$ cat src/rtl/uart_ctrl.sv
// ---------------------------------------------------------------------------
// uart_ctrl
//
// CPU-side buffering for a byte UART.
//   * Transmit FIFO (TX_DEPTH entries): the CPU writes bytes, the UART
//     interface pops them one at a time with r_en.  The head byte is
//     presented combinationally on txd_from_fifo.
//   * Receive path: a small FSM watches the UART receive-complete flag,
//     captures the received byte into a receive buffer (RX_DEPTH entries),
//     then pulls uart_rxd_int_in low so the UART drops its flag.
//   * Sticky flags: ti (transmit drained), ri (byte received) and
//     ovr (byte lost because the receive buffer was full).
//
// Ports
//   clk_uart, rst_n         : clock, asynchronous active-low reset
//   tx_wr, tx_data, tx_full : CPU transmit write side
//   rx_rd, rx_data, rx_valid: CPU receive read side
//   ti/ti_clr, ri/ri_clr    : sticky interrupt flags and their clears
//   ovr                     : receive overrun flag (cleared by ri_clr)
//   txd_from_fifo, fifo_empty, r_en : UART transmit interface
//   uart_rxd_int, uart_r_data, uart_rxd_int_in : UART receive interface
// ---------------------------------------------------------------------------
module uart_ctrl #(
   parameter int TX_DEPTH = 4,
   parameter int RX_DEPTH = 2
) (
   input  logic       clk_uart,
   input  logic       rst_n,
   // CPU transmit side
   input  logic       tx_wr,
   input  logic [7:0] tx_data,
   output logic       tx_full,
   // CPU receive side
   input  logic       rx_rd,
   output logic [7:0] rx_data,
   output logic       rx_valid,
   // flags
   output logic       ti,
   input  logic       ti_clr,
   output logic       ri,
   input  logic       ri_clr,
   output logic       ovr,
   // UART interface
   output logic [7:0] txd_from_fifo,
   output logic       fifo_empty,
   input  logic       r_en,
   input  logic       uart_rxd_int,
   input  logic [7:0] uart_r_data,
   output logic       uart_rxd_int_in
);

   localparam int TX_AW = $clog2(TX_DEPTH);
   localparam int TX_CW = TX_AW + 1;
   localparam int RX_AW = $clog2(RX_DEPTH);
   localparam int RX_CW = RX_AW + 1;

   localparam logic [TX_CW-1:0] TX_FULL_CNT = TX_CW'(TX_DEPTH);
   localparam logic [TX_CW-1:0] TX_ONE_CNT  = TX_CW'(1);
   localparam logic [RX_CW-1:0] RX_FULL_CNT = RX_CW'(RX_DEPTH);

   // ------------------------------------------------------------------
   // Transmit FIFO
   // ------------------------------------------------------------------
   logic [7:0]       tx_mem_q [TX_DEPTH];
   logic [TX_AW-1:0] tx_wr_ptr_q, tx_wr_ptr_d;
   logic [TX_AW-1:0] tx_rd_ptr_q, tx_rd_ptr_d;
   logic [TX_CW-1:0] tx_cnt_q, tx_cnt_d;
   logic             ti_q, ti_d;
   logic             tx_push, tx_pop;

   assign tx_full       = (tx_cnt_q == TX_FULL_CNT);
   assign fifo_empty    = (tx_cnt_q == '0);
   assign tx_push       = tx_wr && !tx_full;
   assign tx_pop        = r_en && !fifo_empty;
   assign txd_from_fifo = tx_mem_q[tx_rd_ptr_q];
   assign ti            = ti_q;

   always_comb begin
      tx_wr_ptr_d = tx_wr_ptr_q;
      tx_rd_ptr_d = tx_rd_ptr_q;
      tx_cnt_d    = tx_cnt_q;
      ti_d        = ti_q;

      // Pointers wrap naturally because the depth is a power of two.
      if (tx_push) tx_wr_ptr_d = tx_wr_ptr_q + 1'b1;
      if (tx_pop)  tx_rd_ptr_d = tx_rd_ptr_q + 1'b1;

      case ({tx_push, tx_pop})
         2'b10:   tx_cnt_d = tx_cnt_q + 1'b1;
         2'b01:   tx_cnt_d = tx_cnt_q - 1'b1;
         default: tx_cnt_d = tx_cnt_q;
      endcase

      // Draining the last byte sets ti; the set beats a coincident clear.
      if (ti_clr) ti_d = 1'b0;
      if (tx_pop && !tx_push && (tx_cnt_q == TX_ONE_CNT)) ti_d = 1'b1;
   end

   always_ff @(posedge clk_uart or negedge rst_n) begin
      if (!rst_n) begin
         for (int i = 0; i < TX_DEPTH; i++) tx_mem_q[i] <= 8'h00;
         tx_wr_ptr_q <= '0;
         tx_rd_ptr_q <= '0;
         tx_cnt_q    <= '0;
         ti_q        <= 1'b0;
      end else begin
         if (tx_push) tx_mem_q[tx_wr_ptr_q] <= tx_data;
         tx_wr_ptr_q <= tx_wr_ptr_d;
         tx_rd_ptr_q <= tx_rd_ptr_d;
         tx_cnt_q    <= tx_cnt_d;
         ti_q        <= ti_d;
      end
   end

   // ------------------------------------------------------------------
   // Receive FSM
   // ------------------------------------------------------------------
   typedef enum logic [1:0] {
      RX_IDLE    = 2'd0,
      RX_CAPTURE = 2'd1,
      RX_CLEAR   = 2'd2,
      RX_WAIT    = 2'd3
   } rx_state_t;

   rx_state_t rx_state_q, rx_state_d;
   logic      rx_int_in_q;

   always_comb begin
      rx_state_d = rx_state_q;
      case (rx_state_q)
         RX_IDLE:    if (uart_rxd_int) rx_state_d = RX_CAPTURE;
         RX_CAPTURE: rx_state_d = RX_CLEAR;
         RX_CLEAR:   rx_state_d = RX_WAIT;
         RX_WAIT:    if (!uart_rxd_int) rx_state_d = RX_IDLE;
         default:    rx_state_d = RX_IDLE;
      endcase
   end

   // The feedback is registered from the next state so it lines up with
   // the state it describes: high while idle/capturing, low while the
   // UART is being told to drop its receive flag.
   always_ff @(posedge clk_uart or negedge rst_n) begin
      if (!rst_n) begin
         rx_state_q  <= RX_IDLE;
         rx_int_in_q <= 1'b0;
      end else begin
         rx_state_q  <= rx_state_d;
         rx_int_in_q <= (rx_state_d == RX_IDLE) || (rx_state_d == RX_CAPTURE);
      end
   end

   assign uart_rxd_int_in = rx_int_in_q;

   // ------------------------------------------------------------------
   // Receive buffer and flags
   // ------------------------------------------------------------------
   logic [7:0]       rx_mem_q [RX_DEPTH];
   logic [RX_AW-1:0] rx_wr_ptr_q, rx_wr_ptr_d;
   logic [RX_AW-1:0] rx_rd_ptr_q, rx_rd_ptr_d;
   logic [RX_CW-1:0] rx_cnt_q, rx_cnt_d;
   logic             ri_q, ri_d;
   logic             ovr_q, ovr_d;
   logic             rx_capture, rx_push, rx_pop, rx_drop, rx_full;

   assign rx_valid   = (rx_cnt_q != '0);
   assign rx_full    = (rx_cnt_q == RX_FULL_CNT);
   assign rx_pop     = rx_rd && rx_valid;
   assign rx_capture = (rx_state_q == RX_CAPTURE);
   // A same-cycle CPU pop frees a slot, so a full buffer still accepts.
   assign rx_push    = rx_capture && (!rx_full || rx_pop);
   assign rx_drop    = rx_capture && !rx_push;
   assign rx_data    = rx_mem_q[rx_rd_ptr_q];
   assign ri         = ri_q;
   assign ovr        = ovr_q;

   always_comb begin
      rx_wr_ptr_d = rx_wr_ptr_q;
      rx_rd_ptr_d = rx_rd_ptr_q;
      rx_cnt_d    = rx_cnt_q;
      ri_d        = ri_q;
      ovr_d       = ovr_q;

      if (rx_push) rx_wr_ptr_d = rx_wr_ptr_q + 1'b1;
      if (rx_pop)  rx_rd_ptr_d = rx_rd_ptr_q + 1'b1;

      case ({rx_push, rx_pop})
         2'b10:   rx_cnt_d = rx_cnt_q + 1'b1;
         2'b01:   rx_cnt_d = rx_cnt_q - 1'b1;
         default: rx_cnt_d = rx_cnt_q;
      endcase

      if (ri_clr) begin
         ri_d  = 1'b0;
         ovr_d = 1'b0;
      end
      if (rx_capture) ri_d  = 1'b1;
      if (rx_drop)    ovr_d = 1'b1;
   end

   always_ff @(posedge clk_uart or negedge rst_n) begin
      if (!rst_n) begin
         for (int i = 0; i < RX_DEPTH; i++) rx_mem_q[i] <= 8'h00;
         rx_wr_ptr_q <= '0;
         rx_rd_ptr_q <= '0;
         rx_cnt_q    <= '0;
         ri_q        <= 1'b0;
         ovr_q       <= 1'b0;
      end else begin
         if (rx_push) rx_mem_q[rx_wr_ptr_q] <= uart_r_data;
         rx_wr_ptr_q <= rx_wr_ptr_d;
         rx_rd_ptr_q <= rx_rd_ptr_d;
         rx_cnt_q    <= rx_cnt_d;
         ri_q        <= ri_d;
         ovr_q       <= ovr_d;
      end
   end

endmodule
$ cat config.mk
export PLATFORM = sky130hd
export DESIGN_NAME = uart_ctrl
export DESIGN_NICKNAME = d
export VERILOG_FILES = /design/src/rtl/uart_ctrl.sv
export SDC_FILE = /design/constraint.sdc
export NUM_CORES = 1
export LEC_CHECK = 0
export CAP_MARGIN = 25
export CORE_MARGIN = 4
export CORE_UTILIZATION = 52
export DETAILED_ROUTE_END_ITERATION = 16
export PLACE_DENSITY = 0.78
export SLEW_MARGIN = 0
export SYNTH_ARGS = -nofsm -noshare
export SYNTH_HDL_FRONTEND = slang
export SYNTH_SLANG_ARGS = --single-unit
$ cat constraint.sdc
create_clock -name clk_uart -period 3.3 [get_ports clk_uart]
set_input_delay 0.66 -clock clk_uart [delete_from_list [all_inputs] [get_ports clk_uart]]
set_output_delay 0.66 -clock clk_uart [all_outputs]
set_load 0.01 [all_outputs]
======== After elaboration in Yosys (flattened, before gate mapping) ========
Cells that the tools add are included.
storage, ports and cells
  bits in registers ....................... 65
  input port bits ......................... 24
  output and inout port bits .............. 23
  word-level logic and storage cells ...... 93
operators by class
  reduce and logical (&&, ||, !) cells .... 25
  $lt $le $gt $ge ......................... 6
  eq/ne operators ......................... 11
  multiplexer cells ....................... 22
  bitwise logic cells ..................... 4
  add/subtract/negate cells ............... 8
operator list
  operator                                                         count
  8-bit two-way mux                                                7
  32-bit bitwise mux                                               1
  8-bit binary-select mux with 2-bit select                        1
  16-bit bitwise mux                                               1
  8-bit demux with 2-bit select                                    1
  2-bit nonzero test                                               6
  2-bit == test, second input constant                             5
  1-bit logical AND                                                9
  8-bit demux with 1-bit select                                    1
  2-bit by 1-bit == test with 1-bit output, second input constant  4
  2-bit one-hot mux with 4 select lines                            1
  2-bit by 1-bit adder with 2-bit output, second input constant    3
  3-bit >= comparator, second input constant                       2
  2-bit NOT with 3-bit output                                      2
  3-bit one-hot mux with 2 select lines                            1
  1-bit zero test                                                  5
  1-bit two-way mux                                                5
  2-bit >= comparator, second input constant                       2
  2-bit zero test                                                  2
  2-bit two-way mux                                                2
  1-bit NOT with 2-bit output                                      2
  2-bit one-hot mux with 2 select lines                            1
  3-bit by 1-bit adder with 3-bit output, second input constant    1
  3-bit by 1-bit == test with 1-bit output, second input constant  1
  other kinds (8)                                                  10

======== Longest topological paths before layout ========
Gate-level depths: netlist of the first run.
  depth after elaboration ................. 7
  gate-level depth with buffers ........... 8

======== Least setup slack after synthesis of the first run ========
OpenSTA, ideal clock, no wires.
  kind .................................... reg2out
  from .................................... register tx_rd_ptr_q[0]
  to ...................................... output port txd_from_fifo[0]
  stages on the path, launching flop included .. 3
  buffers on the path ..................... 1
  arrival ................................. 1122 ps
  slack ................................... 1518 ps
  path through ............................ dfrtp_1 -> buf_2 -> mux4_2
on the way
  word-level cells in the longest chain between the ends .. 4
RTL lines
  what                                                  RTL line  source
  from (decl)                                           66        logic [TX_AW-1:0] tx_rd_ptr_q, tx_rd_ptr_d;
  from (signal assigned)                                109       tx_rd_ptr_q <= tx_rd_ptr_d;
  2-bit NOT with 3-bit output (not written as such)     75        assign txd_from_fifo = tx_mem_q[tx_rd_ptr_q];
  8-bit binary-select mux with 2-bit select             75
  8-bit two-way mux (not written as such) (2 in a row)  75
  to (decl)                                             44        output logic [7:0] txd_from_fifo,
No other way between the ends. The select of a mux whose other input is x is not followed.

======== Worst setup path after layout of the first run ========
  from .................................... register tx_rd_ptr_q[0]
  to ...................................... output port txd_from_fifo[5]
Same word-level chain as after synthesis.

==> results of run 1 <==
metal layers:
metal  global-route usage, %  vias up  wire length, um
li1                        -      800                -
met1                    20.8      808             2410
met2                    23.3       39             2220
met3                    5.73        4              230
met4                    4.82        0               44
met5                       0        -                0
power by group:
part           switching [mW]  leakage [nW]  internal, mW
Combinational           0.577         0.743          1.09
Clock                   0.307        0.0887         0.294
Sequential              0.294         0.773          1.20
how the worst max path moves through the flow:
stage                             to  slack [ns]
floorplan           txd_from_fifo[0]        1.52
global placement    txd_from_fifo[5]        0.87
detailed placement  txd_from_fifo[5]        0.85
CTS                 txd_from_fifo[5]        0.47
global route        txd_from_fifo[4]        0.38
finish              txd_from_fifo[5]        0.52
critical path: stages (launching register included):
cell             delay (ns)
dfrtp_1                0.72
mux4_2                 0.58
clkdlybuf4s50_1        0.49
per-stage QoR:
stage | setup slack, ns | util [%] | hold WS, ns | cell area (um2)
2_1_floorplan | 1.52 | - | 0.364 | 2970
3_3_place_gp | 0.872 | 63.7 | 0.474 | 3510
3_5_place_dp | 0.854 | 63.7 | 0.474 | 3510
4_1_cts | 0.473 | 67.0 | 0.411 | 3690
5_1_grt | 0.379 | 67.0 | 0.436 | 3690
6_report | 0.520 | 67.0 | 0.397 | 3690
cells in the final DEF, fill, tap and decap left out, types with 5 or more instances in the layout:
cell type	netlist	routed
mux2_2	48	48
clkdlybuf4s50_1	0	45
o21ai_0	6	6
clkbuf_8	0	10
mux2_4	8	8
dfrtp_1	65	65
nand2_1	5	5
xnor2_1	6	6
mux4_2	8	8
ha_1	10	10
inv_1	11	11
registers in the layout, indices dropped and copies added, names as in the netlist, 2 cells and up:
signal	count
rx_cnt_q	2
tx_rd_ptr_q	2
tx_mem_q	32
rx_mem_q	16
tx_wr_ptr_q	2
rx_state_q	2
tx_cnt_q	3
layout make-up:
cell class                      instances  share of cell area, %
Clock inverter                          6                   1.15
Sequential cell                        65                   44.1
Clock buffer                           10                   3.73
Inverter                               11                   1.12
Tap cell                               72                   2.44
Multi-Input combinational cell        118                   34.5
Timing Repair Buffer                   47                   12.9
kinds of logic after synthesis:
group / Yosys count
flops: 65
xor+xnor: 10
buf+inv: 15
mux: 65
compound gates: 9
fa+ha+maj: 10
simple gates: 24
==> impl_metrics.py, run 1 <==
metrics = {
    "routing": {
        "vias_per_cell": 5.02,
        "drt-initial-drc-count": 46,
        "drc": 0,
        "vias": 1651,
        "dr.pass1.iters": 4,
        "totalWireLength_um": 4900,
        "post_drt_wl_per_cell_um": 14.9,
        "ant_nets": 0,
    },
    "clock_network": {
        "clk_path_buf_depth": 2,
        "postCtsHoldBufs": 0,
        "clk-insertion-delay-late_ns": 0.33,
        "htree_levels": 3,
        "cts-resized-gates": 0,
        "clkSinkCount": 65,
        "cts_buffers": 9,
        "cts_tree": "done",
        "postCtsSetupBuffers": 0,
        "clk_pin_slew_ns": 0.07,
        "cts_root_buffer": "clkbuf_8",
    },
    "synthesis": {
        "yosys.area_share.simple_pct": 5.27,
        "yosys-top-cells-area": "dfrtp_1 55%, mux2_2 18%, mux4_2 6.1%, ha_1 4.2%, mux2_4 4.1%",
        "synth_top_area_share_pct": 54.9,
        "synth.yosys.seq_area_share_pct": 54.9,
        "synthTopCellsByCount": "65 x dfrtp_1, 48 x mux2_2, 11 x inv_1, 10 x ha_1",
        "syn_nets": 232,
        "synth_cells": 198,
        "synth_area_mm2": 0.00297,
        "synthXorXnorAreaFrac_pct": 2.95,
        "async_reset_ff_share_pct": 100,
        "synthDistinctLibCells": 27,
        "synthAdderAreaFrac_pct": 4.22,
        "synth_edf_count": 0,
        "synth-seq-cells": 65,
        "syn_avg_cell_area_um2": 15.0,
        "synth_compound_area_share_pct": 1.81,
        "yosysWarningCount": 0,
        "synth_top_family_by_area": "multiplexers",
        "yosys.area.top_type": "dfrtp_1",
        "synthFlopType": "dfrtp_1",
        "synth.mux.area_fraction_pct": 28.7,
        "yosysMostFrequentCell": "dfrtp_1",
    },
    "grt": {
        "grt_pass1_vias": 1791,
        "track_usage_pct": 15.4,
        "grt_pass1_wl_um": 8480,
        "grt_overflow": 0,
        "grt_max_degree": 34,
        "antenna_found_initial": 0,
    },
    "sta": {
        "finalCriticalPeriod_ns": 2.78,
        "slew_viol_final": 0,
        "final.setup.tns_ns": 0,
        "finalHoldViolCount": 0,
        "slew_headroom_pct": 49.0,
        "clock.fmax_mhz": 360,
        "finalSetupViolations": 0,
        "fin_crit_sh_pct": 84.2,
        "worst_pin_slew_ns": 0.766,
        "rsz0062_at_grt": "false",
        "clock_skew_ns": 0.0103,
    },
    "critical_path": {
        "critPathMaxFanout": 10,
        "r2r_cells": 8,
        "r2r_slack_ns": 1.32,
        "critPathLaunch": "tx_rd_ptr_q[0]",
        "worst-endpoint-arrival_ns": 2.12,
        "crit_path_start_kind": "flop",
        "r2r_start": "tx_cnt_q[0]",
        "path_class": "reg -> out",
        "reg2reg_to": "tx_cnt_q[2]",
        "worst_ep_required_time_ns": 2.64,
        "end_kind": "primary output",
    },
    "status": {
        "status": "finished clean",
    },
    "layout": {
        "seqCellArea_mm2": 0.00163,
        "stdcell_count": 329,
        "synthToLayoutAreaGrowth_pct": 24.3,
        "drive_above_1_share_pct": 35.8,
        "layout.nets": 286,
        "antenna_cells": 0,
        "multi_input_area_mm2": 0.00127,
        "fill_cells": 401,
    },
    "floorplan": {
        "die_area_mm2": 0.00697,
        "core_mm2": 0.00551,
        "ios": 47,
        "rows": 27,
        "start_util_pct": 53.9,
        "die-height_um": 83.5,
        "die_x_um": 83.5,
    },
    "place": {
        "dpl.cell_count": 313,
        "portBuffers": 46,
        "place.gp.congestion": 0.659,
    },
    "min_path": {
        "hold_class": "in -> async",
    },
    "power_and_ir_drop": {
        "p_per_area_mw_per_mm2": 1020,
        "p_leak_nw": 1.60,
        "peakVddDrop_uv": 584,
        "power_mw": 3.77,
    },
    "flow_run": {
        "drv_cap": 0,
    },
}
No activity file was read; power rests on OpenSTA's default activity.
==> inputs of run 2 (changes only) <==
==> constraint.sdc (replaced) <==
create_clock -name clk_uart -period 2.8 [get_ports clk_uart]
set_input_delay 0.56 -clock clk_uart [delete_from_list [all_inputs] [get_ports clk_uart]]
set_output_delay 0.56 -clock clk_uart [all_outputs]
set_load 0.01 [all_outputs]
==> impl_metrics.py, run 2 (synthesis results as in run 1) <==
metrics = {
    "status": {
        "status": "finished clean",
    },
    "layout": {
        "top_register": "tx_mem_q",
        "reg.largest.list": "tx_mem_q x32, rx_mem_q x16, tx_cnt_q x3",
        "drive_above_1_share_pct": 36.3,
        "final_common_cell": "dfrtp_1",
        "synthToLayoutAreaGrowth_pct": 24.9,
        "final_area_mm2": 0.00370,
        "layout.nets": 288,
        "layout_common_cells": "65 x dfrtp_1, 48 x mux2_2, 45 x clkdlybuf4s50_1",
        "utilization_pct": 67.2,
        "stdcell_count": 331,
        "antenna_cells": 0,
        "largest_register_ffs": 32,
    },
    "critical_path": {
        "worst-endpoint-arrival_ns": 2.07,
        "critPathLaunch": "tx_rd_ptr_q[0]",
        "crit_path_start_kind": "flop",
        "critPathMaxFanout": 9,
        "r2r_cells": 8,
        "end_kind": "primary output",
        "r2r_slack_ns": 0.82,
        "reg2reg_to": "tx_cnt_q[2]",
        "worst_ep_required_time_ns": 2.24,
        "path_class": "reg -> out",
        "r2r_start": "tx_cnt_q[0]",
    },
    "place": {
        "dpl_cell_area_mm2": 0.00352,
        "dpl.cell_count": 315,
        "place.gp.congestion": 0.718,
        "post-place-ws_ns": 0.490,
        "portBuffers": 46,
        "hpwl_um": 3580,
    },
    "routing": {
        "ant_nets": 0,
        "post_drt_wl_per_cell_um": 15.5,
        "drt-initial-drc-count": 48,
        "vias_per_cell": 5.06,
        "totalWireLength_um": 5140,
        "dr.pass1.iters": 3,
        "vias": 1676,
        "drc": 0,
    },
    "sta": {
        "slew_viol_final": 0,
        "final.setup.tns_ns": 0,
        "clock_skew_ns": 0.0108,
        "fin_crit_sh_pct": 94.0,
        "finalCriticalPeriod_ns": 2.63,
        "slew_headroom_pct": 49.7,
        "setup_ws_ns": 0.168,
        "rsz0062_at_grt": "false",
        "worst_pin_slew_ns": 0.755,
        "finalHoldViolCount": 0,
        "clock.fmax_mhz": 380,
        "fin_hold_ws_ns": 0.290,
        "finalSetupViolations": 0,
    },
    "grt": {
        "track_usage_pct": 16.5,
        "grt_overflow": 0,
        "grt_pass1_wl_um": 9070,
        "grt_max_degree": 34,
        "antenna_found_initial": 0,
        "grt_pass1_vias": 1860,
    },
    "clock_network": {
        "cts_root_buffer": "clkbuf_8",
        "postCtsSetupBuffers": 0,
        "postCtsHoldBufs": 0,
        "cts-resized-gates": 0,
        "clk_pin_slew_ns": 0.07,
        "cts_buffers": 9,
        "htree_levels": 3,
        "clk-insertion-delay-late_ns": 0.34,
        "cts_tree": "done",
        "clk_path_buf_depth": 2,
        "clkSinkCount": 65,
    },
    "power_and_ir_drop": {
        "p_leak_nw": 1.61,
        "peakVddDrop_uv": 620,
        "power_mw": 4.48,
        "p_per_area_mw_per_mm2": 1210,
    },
    "floorplan": {
        "core_mm2": 0.00551,
        "ios": 47,
        "rows": 27,
        "start_util_pct": 53.9,
        "die-height_um": 83.5,
        "die_x_um": 83.5,
        "die_area_mm2": 0.00697,
    },
    "flow_run": {
        "drv_cap": 0,
    },
    "min_path": {
        "hold_class": "in -> async",
    },
}
run 2: cell count changes in the layout (fill, tap and decap cells not counted), sizes merged:
| cell | delta |
|---|---|
| buf | +2 |
run 2: worst max path at each step:
stage / end / slack (ns) / cells after the start
final: txd_from_fifo[1] / 0.17 / 2
after global routing: txd_from_fifo[1] / 0.02 / 2
after CTS: txd_from_fifo[5] / 0.11 / 2
after detailed placement: txd_from_fifo[1] / 0.49 / 2
after global placement: txd_from_fifo[5] / 0.51 / 2
after floorplan: tx_cnt_q[2] / 1.02 / 8
run 2: cell type report:
type                            count  area, um2
Clock buffer                       10        138
Clock inverter                      6       42.5
Fill cell                         413       1800
Inverter                           11       41.3
Multi-Input combinational cell    118       1270
Sequential cell                    65       1630
Tap cell                           72       90.1
Timing Repair Buffer               49        490
run 2: metal layers:
metal	vias up	track usage, %	routed length (um)
met3	10	4.54	276
met1	815	21.8	2450
met2	42	25.1	2310
li1	809	-	-
met5	-	0	0
met4	0	8.48	99
run 2: critical path, stage by stage, from the launching register on:
cell             delay, ns
dfrtp_1               0.68
mux4_2                0.57
clkdlybuf4s50_1       0.49
run 2: where the power goes:
group	total (mW)	leakage, nW	internal, mW	switching [mW]
clock	0.725	0.0887	0.347	0.378
sequential	1.76	0.773	1.42	0.344
combinational	2.00	0.752	1.30	0.694
==> inputs of run 3 (changes only) <==
--- a/config.mk
+++ b/config.mk
@@ -6,7 +6,7 @@
 export NUM_CORES = 1
 export LEC_CHECK = 0
 export CAP_MARGIN = 25
-export CORE_MARGIN = 4
+export CORE_MARGIN = 2
 export CORE_UTILIZATION = 52
 export DETAILED_ROUTE_END_ITERATION = 16
 export PLACE_DENSITY = 0.78
==> impl_metrics.py, run 3 (synthesis results as in run 1) <==
metrics = {
    "clock_network": {
        "cts_root_buffer": "clkbuf_8",
        "clkSinkCount": 65,
        "cts_tree": "done",
        "cts-resized-gates": 0,
        "clk_path_buf_depth": 2,
        "postCtsSetupBuffers": 0,
        "cts_buffers": 9,
        "clk-insertion-delay-late_ns": 0.34,
        "clk_pin_slew_ns": 0.07,
        "postCtsHoldBufs": 0,
        "htree_levels": 3,
    },
    "sta": {
        "finalSetupViolations": 0,
        "clock_skew_ns": 0.0140,
        "slew_viol_final": 0,
        "final.setup.tns_ns": 0,
        "clock.fmax_mhz": 387,
        "slew_headroom_pct": 45.8,
        "fin_crit_sh_pct": 92.4,
        "rsz0062_at_grt": "false",
        "finalCriticalPeriod_ns": 2.59,
        "worst_pin_slew_ns": 0.813,
        "finalHoldViolCount": 0,
    },
    "layout": {
        "largest_register_ffs": 32,
        "synthToLayoutAreaGrowth_pct": 25.9,
        "layout_common_cells": "65 x dfrtp_1, 48 x mux2_2, 45 x clkdlybuf4s50_1",
        "fill_cells": 394,
        "final_common_cell": "dfrtp_1",
        "utilization_pct": 67.8,
        "drive_above_1_share_pct": 36.3,
        "layout.nets": 288,
        "top_register": "tx_mem_q",
        "stdcell_count": 331,
        "reg.largest.list": "tx_mem_q x32, rx_mem_q x16, tx_cnt_q x3",
        "final_area_mm2": 0.00373,
        "antenna_cells": 0,
    },
    "critical_path": {
        "worst_ep_required_time_ns": 2.24,
        "critPathMaxFanout": 6,
        "path_class": "reg -> out",
        "r2r_slack_ns": 0.86,
        "crit_path_start_kind": "flop",
        "r2r_start": "tx_cnt_q[0]",
        "reg2reg_to": "tx_cnt_q[2]",
        "critPathLaunch": "tx_rd_ptr_q[0]",
        "worst-endpoint-arrival_ns": 2.03,
        "crit_end": "txd_from_fifo[3]",
        "end_kind": "primary output",
        "r2r_cells": 8,
    },
    "grt": {
        "antenna_found_initial": 0,
        "grt_max_degree": 66,
        "grt_pass1_wl_um": 8670,
        "grt_pass1_vias": 1873,
        "grt_overflow": 0,
        "track_usage_pct": 18.3,
    },
    "floorplan": {
        "ios": 47,
        "core_mm2": 0.00551,
        "die_x_um": 79.5,
        "die_area_mm2": 0.00632,
        "die-height_um": 79.5,
        "rows": 27,
        "start_util_pct": 53.9,
    },
    "place": {
        "dpl_cell_area_mm2": 0.00351,
        "place.gp.congestion": 0.715,
        "dpl.cell_count": 315,
        "hpwl_um": 3470,
        "portBuffers": 46,
    },
    "power_and_ir_drop": {
        "p_per_area_mw_per_mm2": 1240,
        "peakVddDrop_uv": 644,
        "internal_power_mw": 3.23,
        "clkPwrFrac_pct": 19.2,
        "pwr-share-seq_pct": 37.5,
        "p_sw_mw": 1.42,
        "p_leak_nw": 1.63,
        "comb_power_share_pct": 43.3,
        "p_sw_share_pct": 30.5,
    },
    "routing": {
        "totalWireLength_um": 5030,
        "drc": 0,
        "post_drt_wl_per_cell_um": 15.2,
        "ant_nets": 0,
        "drt-initial-drc-count": 69,
        "dr.pass1.iters": 5,
        "vias_per_cell": 5.17,
        "vias": 1710,
    },
    "status": {
        "status": "finished clean",
    },
    "min_path": {
        "hold_class": "in -> async",
    },
    "flow_run": {
        "drv_cap": 0,
    },
}
-- run 3: worst max-delay path: stages, from the launching register on --
cell	delay [ns]
dfrtp_1	0.48
buf_4	0.23
mux4_2	0.50
clkdlybuf4s50_1	0.49
-- run 3: per-stage QoR --
step                      hold WS (ns)  power (mW)  setup WS [ns]
after floorplan                  0.264        3.02           1.02
after global placement           0.476        3.75          0.573
after detailed placement         0.481        3.80          0.549
after CTS                        0.416        4.70          0.182
after global routing             0.452        4.96          0.119
final                            0.394        4.65          0.214
-- run 3: layout make-up --
class	count	area, um2	share of cell area, %
clock buffer	9	124	3.32
sequential	65	1630	43.6
timing repair buffer	49	478	12.8
clock inverter	7	101	2.71
multi-input combinational	118	1270	34.1
tap	72	90.1	2.41
inverter	11	41.3	1.11
-- run 3: power by group through the flow --
stage	logic, mW	registers [mW]	clock network [mW]
floorplan	1.40	1.62	0
global placement	2.00	1.75	0
detailed placement	2.04	1.76	0
CTS	2.04	1.75	0.912
global route	2.19	1.81	0.955
finish	2.01	1.74	0.891
-- run 3: metal layers --
layer  up-vias  routed length (um)  global-route usage, %
li1        808                   -                      -
met1       842                2320                   23.0
met2        51                2360                   28.4
met3         9                 286                   6.22
met4         0                  67                   9.14
met5         -                   0                      0
-- run 3: worst min path at each step --
stage / startpoint / endpoint / slack (ns) / cells after the start
final: rst_n / tx_mem_q[25] / 0.39 / 2
after global routing: rst_n / tx_mem_q[25] / 0.45 / 2
after CTS: rst_n / tx_mem_q[10] / 0.42 / 2
after detailed placement: rx_cnt_q[1] / rx_cnt_q[1] / 0.48 / 1
after global placement: rx_cnt_q[1] / rx_cnt_q[1] / 0.48 / 1
after floorplan: rst_n / ovr / 0.26 / 0
==> patch 1 (config.mk and constraints of run 3) <==
The 4 states of `rx_state_t` get a Gray code encoding in 2 bits.
--- a/src/rtl/uart_ctrl.sv
+++ b/src/rtl/uart_ctrl.sv
@@ -117,8 +117,8 @@
    // ------------------------------------------------------------------
    typedef enum logic [1:0] {
-      RX_IDLE    = 2'd0,
-      RX_CAPTURE = 2'd1,
-      RX_CLEAR   = 2'd2,
-      RX_WAIT    = 2'd3
+      RX_IDLE    = 2'b00,
+      RX_CAPTURE = 2'b01,
+      RX_CLEAR   = 2'b11,
+      RX_WAIT    = 2'b10
    } rx_state_t;
 
Formal check against the unedited RTL: same outputs for any inputs over 10 cycles, from zero or initial values and one cycle with rst_n low; not proved beyond that.
==> patch 1 against run 3 <==
- sequential cell count is the same
- critical path type unchanged
- area after synthesis decreased by 0.42%
- design area rose by 0.13%
- routed wire length is 2.3% lower
- power increased by 0.98%
- highest routed layer unchanged
- maximum frequency is 1.2% lower
- synthesized cell count shrank 1.0%
- worst setup slack got worse by 0.032 ns
- global-route usage decreased by 0.42 points
==> patch 1: results (changes against run 3) <==
worst_hold_path:
  hold_class: "input pin to asynchronous set/reset pin"  # unchanged
grt:
  grt_use_met2_pct: 27.46  # was 28.40%
  grt_start_max_net_pins: 30  # was 66
  grtUsageMet1_pct: 23.34  # was 22.97%
  vias_in_the_first_global_route: 1784  # was 1873
  grt_first_pass_wirelength_um: 8383  # was 8673 um
  groute.usage.overall_pct: 17.92  # was 18.34%
  use_met3_pct: 7.045  # was 6.222%
routing:
  met1Wirelength_um: 2288  # was 2317 um
  routed_wirelength_um: 4912  # was 5030 um
  routed-wl-met2_um: 2272  # was 2359 um
  route.met3.wl_um: 294  # was 286 um
  via_per_inst: 5.131  # was 5.166
  dr.first_iter.drc_count: 37  # was 69
  maxUsedRoutingLayer: "met4"  # unchanged
  drtPass1Iterations: 4  # was 5
timing:
  hold_worst_slack_ns: 0.2419  # was 0.3944 ns
  worstMarginPinSlew_ns: 0.6501  # was 0.8126 ns
  fin_skew_ns: 0.009465  # was 0.01402 ns
final_layout:
  drive_above_1_share_pct: 36.58  # was 36.29%
  nNetsFinal: 286  # was 288
  reg.largest.list: "tx_mem_q x32, rx_mem_q x16, tx_cnt_q x3"  # unchanged
power_and_ir_drop:
  gate_power_share_pct: 42.5  # was 43.3%
  ir_drop_uv: 697.8  # was 644.5 uV
  leakage_nw: 1.635  # was 1.627 nW
  share_seq_of_total_power_pct: 37.2  # was 37.5%
  cellInternalPower_mw: 3.306  # was 3.230 mW
synth:
  synth.net_count: 230  # was 232
  synth.top_cells.by_area: "dfrtp_1 (55%), mux2_2 (18%), mux4_2 (6.1%)"  # unchanged
place:
  place_hpwl_um: 3492  # was 3472 um
  gpl.final_weighted_congestion: 0.7518  # was 0.7147
  post-place-ws_ns: 0.5071  # was 0.5491 ns
status:
  outcome: "complete, no violations"  # unchanged
setup_path:
  cp_data_arrival_time_ns: 2.06  # was 2.03 ns
  critical_path_start: "tx_rd_ptr_q[0]$_DFFE_PN0P_"  # unchanged
patch 1: cell count changes after synthesis, sizes merged:
cell    before  now
o21ai        6    4
a21oi        0    1
nand3b       1    0
nand2        9    8
nor2         3    4
patch 1: kinds of logic after synthesis:
kind of cell / Yosys count / synth area share (%)
buf+inv: 15 / 2.203
compound gates: 8 / 1.652
mux: 65 / 28.81
fa+ha+maj: 10 / 4.237
simple gates: 23 / 5.042
xor+xnor: 10 / 2.966
flops: 65 / 55.08
patch 1: critical path, cell delays in order (launching register included):
cell	delay [ns]
dfrtp_1	0.49
buf_4	0.23
mux4_2	0.50
clkdlybuf4s50_1	0.49
patch 1: cell type report:
cell class,instances,area [sq um]
clock buffers,9,123.9
clock inverters,7,118.9
fillers,385,1767
inverters,11,41.29
multi-input cells,116,1261
flip-flops and latches,65,1627
well taps,72,90.09
repair buffers,49,478.0
patch 1: metrics by stage:
step	power, mW	cells
final	4.691	329
after global routing	5.023	329
after CTS	4.755	329
after detailed placement	3.781	313
after global placement	3.723	313
after floorplan	3.012	196
==> patch 2 (settings of run 3) <==
Made on the original files. The parameter `RX_DEPTH` goes from 2 to 1.
--- a/src/rtl/uart_ctrl.sv
+++ b/src/rtl/uart_ctrl.sv
@@ -23,5 +23,5 @@
 module uart_ctrl #(
    parameter int TX_DEPTH = 4,
-   parameter int RX_DEPTH = 2
+   parameter int RX_DEPTH = 1
 ) (
    input  logic       clk_uart,
Check against the original RTL: not equivalent (a bounded check fails within 4 cycles, from zero or initial values and one cycle with rst_n low).
==> patch 2 against run 3 <==
- register-to-register slack improved by 0.06 ns
- worst setup slack got worse by 0.036 ns
- area after synthesis down 17%
- sequential cell count down 9
- power is 23% lower
- design area decreased by 17%
- global-route usage fell by 0.072 points
- combinational power is 20% lower
- clock power decreased by 45%
- clock skew is 0.010 ns lower
- cell count shrank 18%
- routed wire length decreased by 12%
- largest power group unchanged
==> patch 2: results (changes against run 3) <==
clocking:
  clkLatencyLatePin_ns: 0.30  # was 0.34 ns
  clk_pin_slew_ns: 0.09  # was 0.07 ns
  cts_buffers: 5  # was 9
  cts_max_level: 2  # was 3
power_and_ir_drop:
  share_seq_of_total_power_pct: 41.8  # was 37.5%
  share_of_total_power_consumed_by_net_switching_pct: 30.71  # was 30.47%
  leakage_nw: 1.352  # was 1.627 nW
  power_combinational_mw: 1.60  # was 2.01 mW
  ir_drop_uv: 557.7  # was 644.5 uV
routing:
  dr.first_iter.drc_count: 97  # was 69
  routed-via-count: 1462  # was 1710
  met1Wirelength_um: 1823  # was 2317 um
  route.met3.wl_um: 171  # was 286 um
  routed_wirelength_um: 4415  # was 5030 um
  routed-wl-met2_um: 2377  # was 2359 um
  drtPass1Iterations: 4  # was 5
timing:
  fin_skew_ns: 0.003592  # was 0.01402 ns
  worstMarginPinSlew_ns: 0.8551  # was 0.8126 ns
  min_period_ns: 2.623  # was 2.586 ns
  hold_worst_slack_ns: 0.3612  # was 0.3944 ns
place:
  place_hpwl_um: 3218  # was 3472 um
  placedInstanceArea_sq_um: 2998  # was 3510 sq um
  post-place-ws_ns: 0.4576  # was 0.5491 ns
  gpl.final_weighted_congestion: 0.7548  # was 0.7147
setup_path:
  slowest_delay_ns: 0.70  # was 0.50 ns
  path_delay_family: "flip-flops"  # was buffers and inverters
  critPathSlowestCell: "dfrtp_1"  # was mux4_2
  cp_data_arrival_time_ns: 2.06  # was 2.03 ns
  path_max_fanout: 9  # was 6
synth:
  synth.top_cells.by_area: "dfrtp_1 (57%), mux2_2 (18%), mux4_2 (7.3%)"  # was dfrtp_1 (55%), mux2_2 (18%), mux4_2 (6.1%)
  synth_top_cells_by_count: "dfrtp_1 (56), mux2_2 (39), inv_1 (12)"  # was dfrtp_1 (65), mux2_2 (48), inv_1 (11)
final_layout:
  nNetsFinal: 253  # was 288
  layout.filler_cells: 335  # was 394
  drive_above_1_share_pct: 28.44  # was 36.29%
  regArea_sq_um: 1401  # was 1627 sq um
  reg.largest.list: "tx_mem_q x32, rx_mem_q x8, tx_cnt_q x3"  # was tx_mem_q x32, rx_mem_q x16, tx_cnt_q x3
grt:
  groute.usage.overall_pct: 18.27  # was 18.34%
  grtUsageMet1_pct: 21.54  # was 22.97%
  grt_start_max_net_pins: 41  # was 66
  grt_first_pass_wirelength_um: 7245  # was 8673 um
  vias_in_the_first_global_route: 1558  # was 1873
  use_met3_pct: 4.558  # was 6.222%
  grt_use_met2_pct: 32.63  # was 28.40%
status:
  outcome: "complete, no violations"  # unchanged
## patch 2: cell type report
class	count	area share, %
Clock inverter	1	0.9697
Multi-Input combinational cell	95	32.48
Inverter	12	1.455
Clock buffer	5	2.222
Timing Repair Buffer	49	15.43
Sequential cell	56	45.25
Tap cell	54	2.182
## patch 2: stage by stage
step	power, mW	utilization (%)	cells
after global routing	3.816	66.44	272
after CTS	3.634	66.44	272
after floorplan	2.436	-	166
after detailed placement	3.133	64.32	266
after global placement	3.025	64.32	266
final	3.588	66.44	272
## patch 2: cell families (layout without fill, tap and decap cells)
| family | after synthesis | count (layout) | share of synthesized area [%] |
|---|---|---|---|
| AND/OR/NAND/NOR | 20 | 20 | 4.516 |
| buffers and inverters | 15 | 67 | 2.384 |
| AO/OA/AOI/OAI | 8 | 8 | 2.283 |
| flip-flops | 56 | 56 | 56.82 |
| adder cells (fa/ha/maj) | 10 | 10 | 5.074 |
| multiplexers | 50 | 50 | 26.43 |
| XOR/XNOR | 7 | 7 | 2.486 |
